**config.mk**
```make
export PLATFORM = sky130hd
export DESIGN_NAME = spi_regbank_slave
export DESIGN_NICKNAME = d
export VERILOG_FILES = /design/src/rtl/spi_regbank_slave.sv
export SDC_FILE = /design/constraint.sdc
export NUM_CORES = 1
export LEC_CHECK = 0
export CAP_MARGIN = 20
export CORE_MARGIN = 5
export CORE_UTILIZATION = 24
export CTS_CLUSTER_DIAMETER = 50
export CTS_CLUSTER_SIZE = 30
export DETAILED_ROUTE_END_ITERATION = 12
export DONT_BUFFER_PORTS = 1
export PLACE_DENSITY = 0.44
export SLEW_MARGIN = 20
export SYNTH_ARGS = -nofsm -noshare
export SYNTH_HDL_FRONTEND = slang
export SYNTH_SLANG_ARGS = --single-unit
```
**constraint.sdc**
```tcl
create_clock -name i_clk -period 3.2 [get_ports i_clk]
set_input_delay 0.48 -clock i_clk [delete_from_list [all_inputs] [get_ports i_clk]]
set_output_delay 0.48 -clock i_clk [all_outputs]
set_load 0.01 [all_outputs]
```
**src/rtl/spi_regbank_slave.sv**
```systemverilog
// SPI mode-3 slave to register-bank strobes; write strobe 1 clk after the last data bit is synchronised, readback 2 clks after the header.
// No backpressure: the bank must accept every strobe and return read data exactly one cycle after o_reg_rd_en.
module spi_regbank_slave #(
    parameter int ADDR_W      = 7,
    parameter int DATA_W      = 8,
    parameter int BURST_EN    = 1,
    parameter int SYNC_STAGES = 2
) (
    input  logic              i_clk,
    input  logic              i_rst,
    input  logic              i_sck,
    input  logic              i_ss_n,
    input  logic              i_spi_mosi,
    output logic              o_spi_miso,
    output logic              o_reg_wr_en,
    output logic              o_reg_rd_en,
    output logic [ADDR_W-1:0] o_reg_addr,
    output logic [DATA_W-1:0] o_reg_wdata,
    input  logic [DATA_W-1:0] i_reg_rdata,
    output logic              o_frame_err,
    output logic              o_busy
);
    localparam int SHR_W = (ADDR_W > DATA_W - 1) ? ADDR_W : DATA_W - 1;
    localparam int CW    = $clog2(SHR_W + 1);
    localparam logic [CW-1:0] HDR_LAST = CW'(ADDR_W);
    localparam logic [CW-1:0] DAT_LAST = CW'(DATA_W - 1);

    typedef enum logic [1:0] {S_IDLE, S_HDR, S_WDATA, S_RDATA} state_t;

    logic [SYNC_STAGES-1:0] sck_sync_q, ss_sync_q, mosi_sync_q;
    logic                   sck_prev_q, ss_prev_q;
    state_t                 state_q, state_d;
    logic [CW-1:0]          cnt_q, cnt_d;
    logic [SHR_W-1:0]       shift_q, shift_d;
    logic [DATA_W-1:0]      tx_q, tx_d;
    logic [ADDR_W-1:0]      addr_q, addr_d;
    logic [DATA_W-1:0]      wdata_q, wdata_d;
    logic                   first_q, first_d;
    logic                   wr_en_q, wr_en_d;
    logic                   rd_en_q, rd_en_d;
    logic                   cap_q, cap_d;
    logic                   ferr_q, ferr_d;

    logic              sck_s, ss_s, mosi_s;
    logic              sck_rise, sck_fall, ss_fall, ss_rise;
    logic [ADDR_W:0]   hdr;
    logic [DATA_W-1:0] word;

    assign sck_s    = sck_sync_q[SYNC_STAGES-1];
    assign ss_s     = ss_sync_q[SYNC_STAGES-1];
    assign mosi_s   = mosi_sync_q[SYNC_STAGES-1];
    assign sck_rise = sck_s & ~sck_prev_q;
    assign sck_fall = ~sck_s & sck_prev_q;
    assign ss_fall  = ~ss_s & ss_prev_q;
    assign ss_rise  = ss_s & ~ss_prev_q;
    assign hdr      = {shift_q[ADDR_W-1:0], mosi_s};
    assign word     = {shift_q[DATA_W-2:0], mosi_s};

    // SS_n chain resets low so a select held low across reset is not seen as a new frame
    always_ff @(posedge i_clk or posedge i_rst) begin
        if (i_rst) begin
            sck_sync_q  <= '1;
            ss_sync_q   <= '0;
            mosi_sync_q <= '0;
            sck_prev_q  <= 1'b1;
            ss_prev_q   <= 1'b0;
            state_q     <= S_IDLE;
            cnt_q       <= '0;
            shift_q     <= '0;
            tx_q        <= '0;
            addr_q      <= '0;
            wdata_q     <= '0;
            first_q     <= 1'b0;
            wr_en_q     <= 1'b0;
            rd_en_q     <= 1'b0;
            cap_q       <= 1'b0;
            ferr_q      <= 1'b0;
        end else begin
            sck_sync_q  <= (sck_sync_q << 1) | SYNC_STAGES'(i_sck);
            ss_sync_q   <= (ss_sync_q << 1) | SYNC_STAGES'(i_ss_n);
            mosi_sync_q <= (mosi_sync_q << 1) | SYNC_STAGES'(i_spi_mosi);
            sck_prev_q  <= sck_s;
            ss_prev_q   <= ss_s;
            state_q     <= state_d;
            cnt_q       <= cnt_d;
            shift_q     <= shift_d;
            tx_q        <= tx_d;
            addr_q      <= addr_d;
            wdata_q     <= wdata_d;
            first_q     <= first_d;
            wr_en_q     <= wr_en_d;
            rd_en_q     <= rd_en_d;
            cap_q       <= cap_d;
            ferr_q      <= ferr_d;
        end
    end

    always_comb begin
        state_d = state_q;
        cnt_d   = cnt_q;
        shift_d = shift_q;
        tx_d    = tx_q;
        addr_d  = addr_q;
        wdata_d = wdata_q;
        first_d = first_q;
        wr_en_d = 1'b0;
        rd_en_d = 1'b0;
        cap_d   = rd_en_q;
        ferr_d  = 1'b0;

        // Address advances only after the strobe cycle so it stays stable while the strobe is high
        if ((wr_en_q || rd_en_q) && BURST_EN != 0)
            addr_d = addr_q + 1'b1;

        if (state_q != S_IDLE && ss_rise) begin
            state_d = S_IDLE;
            ferr_d  = (cnt_q != '0);
            cnt_d   = '0;
        end else begin
            case (state_q)
                S_IDLE: begin
                    if (ss_fall) begin
                        state_d = S_HDR;
                        cnt_d   = '0;
                        first_d = 1'b1;
                        tx_d    = '0;
                    end
                end
                S_HDR: begin
                    if (sck_rise) begin
                        shift_d = {shift_q[SHR_W-2:0], mosi_s};
                        if (cnt_q == HDR_LAST) begin
                            cnt_d  = '0;
                            addr_d = hdr[ADDR_W-1:0];
                            if (hdr[ADDR_W]) begin
                                state_d = S_WDATA;
                            end else begin
                                state_d = S_RDATA;
                                rd_en_d = 1'b1;
                            end
                        end else begin
                            cnt_d = cnt_q + 1'b1;
                        end
                    end
                end
                S_WDATA: begin
                    if (sck_rise) begin
                        shift_d = {shift_q[SHR_W-2:0], mosi_s};
                        if (cnt_q == DAT_LAST) begin
                            cnt_d   = '0;
                            first_d = 1'b0;
                            if (first_q || BURST_EN != 0) begin
                                wr_en_d = 1'b1;
                                wdata_d = word;
                            end
                        end else begin
                            cnt_d = cnt_q + 1'b1;
                        end
                    end
                end
                S_RDATA: begin
                    if (sck_rise) begin
                        if (cnt_q == DAT_LAST) begin
                            cnt_d   = '0;
                            first_d = 1'b0;
                            rd_en_d = (BURST_EN != 0);
                        end else begin
                            cnt_d = cnt_q + 1'b1;
                        end
                    end
                    // The falling edge ahead of a word's first bit must not shift: the MSB is already on MISO
                    if (sck_fall && cnt_q != '0)
                        tx_d = {tx_q[DATA_W-2:0], 1'b0};
                end
                default: state_d = S_IDLE;
            endcase
        end

        if (cap_q)
            tx_d = i_reg_rdata;
    end

    assign o_spi_miso  = (state_q == S_RDATA) && !ss_s && tx_q[DATA_W-1];
    assign o_reg_wr_en = wr_en_q;
    assign o_reg_rd_en = rd_en_q;
    assign o_reg_addr  = addr_q;
    assign o_reg_wdata = wdata_q;
    assign o_frame_err = ferr_q;
    assign o_busy      = (state_q != S_IDLE);
endmodule

```
==> PnR_summary.wiki <==
{| class="wikitable"
! Metric !! Value
|-
| Status || complete, no violations
|-
| Comb power frac || 0.201
|-
| Worst min path class || input port to flip-flop
|-
| Number of placed cells counting well taps || 302
|-
| Final slew viol count || 0
|-
| Critical Path Sink Type || flip-flop
|-
| Max IR drop VDD || 0.0002294 V
|-
| Die span in y || 106.2 um
|-
| Minimum period implied by the final worst setup slack || 2.166 ns
|-
| Terminating pin of the worst hold path || sck_sync_q[0]
|-
| Die Footprint || 11280 sq um
|-
| FF-to-FF path depth || 6
|-
| Standard-cell row count || 35
|-
| Wire per inst || 15.39 um
|-
| Area share of xor/xnor cells in the synthesized design || 0.02366
|-
| Total nets after synthesis || 217
|-
| Layout Cells excl Fill || 310
|-
| Top cell type by total area after synthesis || sky130_fd_sc_hd__dfrtp_1
|-
| Critical path launch point type || flip-flop
|-
| Number of vias per cell after detailed routing || 4.474
|-
| Multiplexer area fraction after synthesis || 0.09239
|-
| Count of hold buffers inserted by post-cts repair || 0
|-
| I/O pins || 33
|-
| WHS Path Cells || 0
|-
| First-pass DRT Iterations || 4
|-
| Top cell type's share of synthesized area || 0.4958
|-
| Worst reg2reg path endpoint || o_reg_wdata[0]
|-
| #FFs+latches synth || 47
|-
| Worst-Skew Late Latency || 0.31 ns
|-
| Slew at the pin closest to its max-slew limit || 0.8462 ns
|-
| Dpl hpwl || 3374 um
|-
| Post-synthesis cell type count || 40
|-
| TNS Setup || 0 ns
|-
| P per Cell Area || 612.3 nW/um^2
|-
| Vias in the first global route || 1421
|-
| Post-CTS resize count || 0
|-
| Starting density of the core || 0.2438
|-
| EDFF count, synth || 0
|-
| Start point of the worst min-delay path || i_sck
|-
| Proportion of power drawn by the clock network || 0.306
|-
| Final routed DRC violation total || 0
|-
| Final weighted congestion of routability-driven global placement || 0.7607
|-
| Worst Path Max Fanout || 15
|-
| Final Hold Vio Count || 0
|-
| Required arrival time at the worst endpoint || 3.40 ns
|-
| Final Net Count || 219
|-
| Maximum root-to-sink buffer count || 2
|-
| Syn-to-layout area delta || 10.31%
|-
| Final setup fails || 0
|-
| Die extent in x || 106.2 um
|-
| GR Overflow Total || 0
|-
| Adder-cell share of the synthesized area || 0.04507
|-
| Fraction of power consumed by sequential logic || 0.493
|-
| Primary FF master, synth || sky130_fd_sc_hd__dfrtp_1
|-
| Max frequency || 0.4617 GHz
|-
| Clock skew || 0.006917 ns
|-
| Routed vias || 1387
|-
| Top cells by area in the synthesized netlist || sky130_fd_sc_hd__dfrtp_1, sky130_fd_sc_hd__mux2_4, sky130_fd_sc_hd__ha_1, sky130_fd_sc_hd__mux2_2, sky130_fd_sc_hd__dfstp_2
|-
| Tcrit/Tclk final || 0.6769
|-
| Reported leakage power || 0.001113 uW
|-
| Diode count || 0
|-
| Core footprint || 9109 sq um
|-
| Final standard cell utilization of the core || 0.2690
|-
| CP arrival || 2.36 ns
|-
| Pin count of the biggest net entering global routing || 48
|-
| Total track usage || 0.08877
|-
| Setup repair after global routing missed its margin || false
|-
| Clock net sink count || 47
|-
| First-iteration detailed-routing DRC count || 75
|-
| Master cell of the clock root buffer || sky130_fd_sc_hd__clkbuf_8
|-
| Post-synthesis instance area || 2221 sq um
|-
| Buffers inserted by post-CTS timing repair || 0
|-
| Source of the worst register-to-register timing path || state_q[1]
|-
| Proportion of layout cells with a drive suffix above 1 || 0.1960
|-
| Gate count after technology mapping || 196
|-
| Net switching fraction of the power || 0.3043
|-
| Post-Syn Area per Cell || 11.33 sq um
|-
| Dominant combinational cell family by area after synthesis || simple AND/OR/NAND/NOR gates
|-
| CTS tree || yes
|-
| Cell internal pwr || 1044 uW
|-
| Final-layout fill cell count || 969
|-
| Post-route antenna net violation count || 0
|-
| Routed Wire Length || 4770 um
|-
| Slew headroom || 0.4359
|-
| Max-Cap Viols || 0
|-
| Global-route wire length before repair || 7776 um
|-
| Share of synthesized registers carrying an async set or reset || 1.000
|-
| Antenna violations before repair || 0
|-
| Count of port buffers added during placement || 0
|-
| Number of synthesis warnings || 0
|-
| Compound-cell area share of the yosys netlist || 0.1318
|-
| Maximum level of the CTS H-tree || 2
|-
| Setup slack of the most critical reg-to-reg path || 1.03 ns
|-
| Critical path type || flip-flop to flip-flop
|-
| Switching power of the nets || 456.4 uW
|-
| Post-synthesis simple-gate area fraction || 0.1346
|-
| Number of buffers created by CTS || 5
|-
| Clock-pin transition on the worst setup and hold timing paths || 0.10 ns
|-
| Part of the Yosys area used for sequential elements || 0.5313
|}
-- placed cells by master, fill, tap and decap left out, types with 4 or more instances in the layout --
cell type                  Yosys  final
sky130_fd_sc_hd__o41ai_1       7      7
sky130_fd_sc_hd__xor2_1        4      4
sky130_fd_sc_hd__a211oi_1      4      4
sky130_fd_sc_hd__nand2b_1      4      4
sky130_fd_sc_hd__nand2_1      18     18
sky130_fd_sc_hd__nor2_1       16     16
sky130_fd_sc_hd__clkbuf_8      0      5
sky130_fd_sc_hd__dfrtp_1      44     44
sky130_fd_sc_hd__ha_1          8      8
sky130_fd_sc_hd__inv_1        17     16
sky130_fd_sc_hd__mux2_2        8      8
sky130_fd_sc_hd__o21ai_0       9      9
sky130_fd_sc_hd__a31o_2        7      7
sky130_fd_sc_hd__mux2_4        7      7
sky130_fd_sc_hd__nor2b_1       4      4
-- logic make-up after synthesis --
kind of cell    after synthesis
simple gates                 58
buf+inv                      22
xor+xnor                      6
flops                        47
compound gates               39
mux                          16
fa+ha+maj                     8
-- sequential cells by signal, indices dropped and copies added, names as in the netlist --
| register | flops |
|---|---|
| state_q | 2 |
| mosi_sync_q | 2 |
| o_frame_err | 1 |
| ss_sync_q | 2 |
| o_reg_wr_en | 1 |
| sck_sync_q | 2 |
| o_reg_addr | 7 |
| shift_q | 7 |
| o_reg_wdata | 8 |
| o_reg_rd_en | 1 |
| tx_q | 8 |
| ss_prev_q | 1 |
| cap_q | 1 |
| cnt_q | 3 |
| sck_prev_q | 1 |
-- how the worst max path moves through the flow --
| stage | slack (ns) | cells past startpoint | startpoint | endpoint |
|---|---|---|---|---|
| detailed placement | 1.05 | 6 | state_q[1] | o_reg_wdata[0] |
| floorplan | 1.35 | 6 | state_q[1] | o_reg_wdata[0] |
| global route | 0.86 | 6 | state_q[1] | tx_q[7] |
| global placement | 1.11 | 6 | state_q[0] | o_reg_wdata[4] |
| finish | 1.03 | 6 | state_q[1] | o_reg_wdata[0] |
| CTS | 1.03 | 6 | state_q[0] | o_reg_wdata[0] |
-- layer usage --
metal  share of wire  vias to the layer above  routed length [um]  track usage
li1                -                      689                   -            -
met1            0.47                      661                2263       0.1168
met2            0.44                       31                2081       0.1285
met3           0.070                        6                 332      0.03461
met4           0.019                        0                  93      0.03885
met5               0                        -                   0            0
-- layout make-up --
class	instances	area, sq um	area share
Sequential cell	47	1180	0.4816
Clock inverter	3	47.55	0.01941
Inverter	17	65.06	0.02656
Clock buffer	5	68.82	0.02809
Tap cell	111	138.9	0.05669
Multi-Input combinational cell	127	949.7	0.3876
-- critical path, stage by stage (launching register included) --
cell	delay, ns
sky130_fd_sc_hd__dfrtp_1	0.43
sky130_fd_sc_hd__inv_1	0.10
sky130_fd_sc_hd__ha_1	0.35
sky130_fd_sc_hd__or3b_4	0.49
sky130_fd_sc_hd__and2_1	0.19
sky130_fd_sc_hd__nand2_4	0.14
sky130_fd_sc_hd__mux2_2	0.35
-- synth_stat cells, types with 2 or more instances --
| library cell | number |
|---|---|
| sky130_fd_sc_hd__a211oi_1 | 4 |
| sky130_fd_sc_hd__a21oi_1 | 2 |
| sky130_fd_sc_hd__a31o_2 | 7 |
| sky130_fd_sc_hd__and3_1 | 2 |
| sky130_fd_sc_hd__clkbuf_1 | 3 |
| sky130_fd_sc_hd__dfrtp_1 | 44 |
| sky130_fd_sc_hd__dfstp_2 | 3 |
| sky130_fd_sc_hd__ha_1 | 8 |
| sky130_fd_sc_hd__inv_1 | 17 |
| sky130_fd_sc_hd__mux2_2 | 8 |
| sky130_fd_sc_hd__mux2_4 | 7 |
| sky130_fd_sc_hd__nand2_1 | 18 |
| sky130_fd_sc_hd__nand2b_1 | 4 |
| sky130_fd_sc_hd__nand3_1 | 3 |
| sky130_fd_sc_hd__nand3b_1 | 2 |
| sky130_fd_sc_hd__nor2_1 | 16 |
| sky130_fd_sc_hd__nor2b_1 | 4 |
| sky130_fd_sc_hd__o2111ai_1 | 3 |
| sky130_fd_sc_hd__o21a_1 | 2 |
| sky130_fd_sc_hd__o21ai_0 | 9 |
| sky130_fd_sc_hd__o41ai_1 | 7 |
| sky130_fd_sc_hd__xnor2_1 | 2 |
| sky130_fd_sc_hd__xor2_1 | 4 |
-- metrics by stage --
stage	worst slack, ns	total power, uW	hold WS, ns	area, sq um
final	1.034	1500	0.1608	2450
after floorplan	1.353	978.5	0.3312	2221
after global placement	1.113	1054	0.3332	2332
after detailed placement	1.045	1057	0.3356	2332
after CTS	1.034	1522	0.1540	2449
after global routing	0.8570	1594	0.1410	2450
-- power groups by stage --
stage	clock network (uW)	registers, uW	logic [uW]
after floorplan	0	725	254
after global placement	0	753	302
after detailed placement	0	753	304
after CTS	475	741	305
after global routing	503	753	337
final	460	739	301
No activity file was read; power rests on OpenSTA's default activity.
